## config.mk

```make
export PLATFORM = sky130hd
export DESIGN_NAME = matrix_operand_loader
export DESIGN_NICKNAME = d
export VERILOG_FILES = /design/src/rtl/matrix_operand_loader.sv
export SDC_FILE = /design/constraint.sdc
export NUM_CORES = 1
export LEC_CHECK = 0
export ABC_AREA = 1
export ABC_CLOCK_PERIOD_IN_PS = 9900
export BUFFER_PORTS_ARGS = -buffer_cell sky130_fd_sc_hd__buf_2
export CAP_MARGIN = 15
export CORE_ASPECT_RATIO = 1.5
export CORE_MARGIN = 2
export CORE_UTILIZATION = 59
export DETAILED_ROUTE_END_ITERATION = 10
export GPL_TIMING_DRIVEN = 0
export PLACE_DENSITY = 0.86
export SLEW_MARGIN = 20
export SYNTH_ARGS = -nofsm -noshare
export SYNTH_HDL_FRONTEND = slang
export SYNTH_SLANG_ARGS = --single-unit
```

## constraint.sdc

```tcl
create_clock -name clk -period 9.9 [get_ports clk]
set_input_delay 0.495 -clock clk [delete_from_list [all_inputs] [get_ports clk]]
set_output_delay 0.495 -clock clk [all_outputs]
set_load 0.05 [all_outputs]
```

## src/rtl/matrix_operand_loader.sv

```systemverilog
// matrix_operand_loader: gathers 18 operand bytes (A then B, row-major) into flat buses for the 3x3 multiplier.
// Latency: start pulses in the cycle after the 18th handshake, with every operand already visible on a_flat/b_flat.
// Backpressure: in_ready is low from the start pulse until mul_done is seen in WAIT; in_data is sampled only on handshake.
module matrix_operand_loader #(
  parameter int DATA_W = 8
) (
  input  logic                clk,
  input  logic                reset,
  input  logic                in_valid,
  input  logic [DATA_W-1:0]   in_data,
  output logic                in_ready,
  input  logic                flush,
  input  logic                mul_done,
  output logic [9*DATA_W-1:0] a_flat,
  output logic [9*DATA_W-1:0] b_flat,
  output logic                start,
  output logic                busy,
  output logic [4:0]          load_count
);

  typedef enum logic [1:0] {
    ST_LOAD,
    ST_START,
    ST_WAIT
  } state_t;

  // Index of the final operand (b22); its handshake closes the set.
  localparam logic [4:0] LAST_IDX = 5'd17;

  state_t               state;
  state_t               state_nxt;
  logic [4:0]           count_nxt;
  logic                 take;

  // All 18 operands in load order: element k lives at bits [DATA_W*k +: DATA_W].
  // A occupies k = 0..8 and B k = 9..17, so the halves map straight onto the
  // a_rc / b_rc packing (index 3r+c) without any reshuffling.
  logic [18*DATA_W-1:0] ops;

  // A flushed element is dropped, so flush suppresses the write as well.
  assign take = in_valid && (state == ST_LOAD) && !flush;

  assign a_flat = ops[9*DATA_W-1:0];
  assign b_flat = ops[18*DATA_W-1:9*DATA_W];

  // State and element counter registers.
  always_ff @(posedge clk or posedge reset) begin
    if (reset) begin
      state      <= ST_LOAD;
      load_count <= 5'd0;
    end else begin
      state      <= state_nxt;
      load_count <= count_nxt;
    end
  end

  // Operand store: written only on LOAD handshakes, so it holds steady through START/WAIT.
  always_ff @(posedge clk or posedge reset) begin
    if (reset) begin
      ops <= '0;
    end else if (take) begin
      ops[int'(load_count)*DATA_W +: DATA_W] <= in_data;
    end
  end

  // Next-state, counter update and output decode.
  always_comb begin
    state_nxt = state;
    count_nxt = load_count;
    in_ready  = 1'b0;
    start     = 1'b0;
    busy      = 1'b0;
    case (state)
      ST_LOAD: begin
        // mul_done is deliberately ignored here: a stale done from the
        // previous set must not affect loading.
        in_ready = 1'b1;
        if (flush) begin
          count_nxt = 5'd0;
        end else if (in_valid) begin
          if (load_count == LAST_IDX) begin
            count_nxt = 5'd0;
            state_nxt = ST_START;
          end else begin
            count_nxt = load_count + 5'd1;
          end
        end
      end
      ST_START: begin
        start     = 1'b1;
        busy      = 1'b1;
        state_nxt = ST_WAIT;
      end
      ST_WAIT: begin
        busy = 1'b1;
        if (mul_done) begin
          state_nxt = ST_LOAD;
        end
      end
      default: begin
        state_nxt = ST_LOAD;
        count_nxt = 5'd0;
      end
    endcase
  end

endmodule

```

==> results.py <==
metrics = {
    "timing": {
        "fmax_mhz": 339,
        "worstMarginPinSlew_ns": 1.07,
        "finalHoldViolations": 0,
        "fin_crit_ns": 2.95,
        "max_slew_margin_pct": 28.1,
        "slew_violations": 0,
        "rsz0062_at_grt": "false",
        "finalSetupViolCount": 0,
        "fin_ws_ns": 6.95,
        "setup_tns_ns": 0,
        "period_share_pct": 29.8,
        "fin_worst_skew_ns": 0.00570,
    },
    "setup_path": {
        "cp_max_fo": 8,
        "rr_worst_depth": 11,
        "critPathKind": "register to register",
        "required_ns": 10.27,
        "rrSetupSlack_ns": 6.95,
        "path_cells": "inv_2, ha_1, inv_1, nor2_1, nand2_2, inv_1, nor2_1, nand4_1, nor2_1, nand2_1, nand2_1",
        "r2r_start": "load_count[0]",
        "cp_slowest_cell": "nor2_1",
        "worst_path_most_repeated_cell": "nor2_1",
        "start_kind": "register",
        "timing.rr.end": "ops[139]",
        "critPathMaxStageDelay_ns": 0.83,
        "critPathCaptureType": "register",
        "arrival_ns": 3.32,
    },
    "floorplan": {
        "start_util_pct": 60.8,
        "coreArea_um2": 12100,
        "chipWidth_um": 95.1,
        "die_y_um": 141,
        "rows": 49,
        "io_pins": 165,
        "design.die.area_um2": 13400,
    },
    "synth": {
        "synthAdderAreaFrac_pct": 1.19,
        "syn_nets": 1000,
        "yosysTopAreaCell": "dfrtp_1",
        "ys_types": 21,
        "syn_area_um2": 7340,
        "synth_top_family_by_area": "simple AND/OR/NAND/NOR gates",
        "synth_warnings": 0,
        "avgSynthCellArea_um2": 7.49,
        "synth_seq_cells": 151,
        "synth_xor_area_share_pct": 0.239,
        "muxShareOfSynthArea_pct": 0,
        "synth_seq_area_share_pct": 51.5,
        "synth-simple-area-share_pct": 42.7,
        "synth_compound_area_share_pct": 0.648,
        "synth_top_cell_area_share_pct": 51.5,
        "ys_top_cells_by_area": "dfrtp_1 (51%), nand2_1 (23%), nor2_1 (8.5%)",
        "synth_cells": 980,
    },
    "routing": {
        "ant_nets": 0,
        "routed_wl_um": 21200,
        "drc": 0,
        "vias_per_cell": 5.50,
        "drtIter0Drc": 510,
        "wl_per_cell_um": 16.0,
        "dr.pass1.iters": 5,
        "via_count": 7296,
    },
    "global_route": {
        "grt_max_degree": 78,
        "grt_pass1_wl_um": 34900,
        "grt_overflow_total": 0,
        "grt_pass1_vias": 7300,
        "grtUsageTotal_pct": 33.8,
        "antenna_found_initial": 0,
    },
    "finish": {
        "drive_gt1_share_pct": 20.3,
        "antenna_cells": 0,
        "layout-area-overhead-vs-synth_pct": 22.5,
        "most-common-layout-cells": "nand2_1 (455), buf_2 (178), nor2_1 (167), dfrtp_1 (151), nand3_1 (57)",
        "final_common_cell": "nand2_1",
        "final_nets": 1184,
    },
    "run": {
        "max_cap_viol_count": 0,
    },
    "placement": {
        "dpl.hpwl_um": 14900,
        "port_buffers": 164,
        "pre_cts_slack_ns": 7.17,
        "gp_congestion": 0.910,
    },
    "cts": {
        "cts_buffer_depth": 2,
        "cts-resized-gates": 0,
        "cts_inserted_buffers": 17,
        "clock_sinks": 151,
        "h-tree-depth": 4,
        "postCtsHoldBufs": 0,
        "clk_pin_slew_ns": 0.06,
        "cts_tree": "done",
        "cts_root_buf": "clkbuf_16",
        "insertion_delay_ns": 0.43,
        "postCtsSetupBuffers": 0,
    },
    "power": {
        "p_leak_nw": 5.01,
        "power.density_nw_per_um2": 213,
        "ir_drop_mv": 0.161,
        "fin_total_pwr_mw": 1.91,
    },
    "hold_path": {
        "hp-class": "primary input to async pin",
    },
    "status": {
        "run_status": "complete, no violations",
    },
}
==> power breakdown <==
| part | switching [mW] | leakage, nW | internal [mW] |
|---|---|---|---|
| registers | 0.0156 | 2.10 | 0.639 |
| clock network | 0.251 | 0.289 | 0.424 |
| logic | 0.473 | 2.62 | 0.107 |
| total | 0.740 | 5.01 | 1.17 |
==> cell type report <==
type,count,area [um2]
Sequential cell,151,3780
Multi-Input combinational cell,763,3290
Fill cell,955,3090
Timing Repair Buffer,165,848
Clock buffer,21,450
Tap cell,153,191
Clock inverter,8,150
Inverter,36,148
Buffer,30,130
==> critical path: cells and delay by family (launching register included) <==
kind                     cells  cell delay [ns]
AND/OR/NAND/NOR              7             1.81
buffers and inverters        3             0.32
flip-flops                   1             0.53
adder cells (fa/ha/maj)      1             0.23
==> worst max path at each step <==
stage | startpoint | to | slack [ns]
finish | load_count[0] | ops[139] | 6.95
global route | load_count[0] | ops[8] | 6.78
detailed placement | load_count[0] | ops[139] | 7.17
global placement | reset | ops[111] | 3.91
CTS | load_count[0] | ops[79] | 7.11
floorplan | reset | load_count[0] | 5.34
==> logic make-up (layout without fill, tap and decap cells) <==
logic type	Yosys count	after routing
compound gates	9	9
simple gates	745	745
fa+ha+maj	7	7
buf+inv	66	260
flops	151	151
xor+xnor	2	2
==> cells in the mapped netlist <==
cell type / instances
xor2_1: 2
nand3_1: 57
a21oi_1: 4
inv_1: 31
inv_4: 2
nand2_2: 2
clkbuf_1: 16
nor2_1: 167
nand4_1: 36
o21ai_0: 3
ha_1: 7
nor2_2: 4
nor4_2: 1
o22ai_1: 2
nand4_2: 1
buf_2: 14
inv_2: 3
nor3_1: 3
nor2_4: 19
nand2_1: 455
dfrtp_1: 151
==> state kept, by name (all words and copies together), names as in the netlist <==
name        cells
ops           144
load_count      5
state           2
==> routing by layer <==
layer  vias to the layer above  track usage, %  share of wire [%]
met5                         -               0                  0
met4                         0            20.3                5.8
met3                       105            7.48                7.2
met2                       401            55.8                 50
met1                      3353            39.8                 38
li1                       3437               -                  -
==> per-stage QoR <==
step	util, %	hold WS [ns]	cells	instance area, um2
floorplan	-	0.528	980	7340
detailed placement	69.4	0.459	1298	8390
finish	74.4	0.112	1327	8990
global placement	69.1	0.459	1297	8350
global route	74.4	0.159	1327	8990
CTS	74.4	0.144	1327	8990
Note: power is estimated with default switching activity, not from simulation.
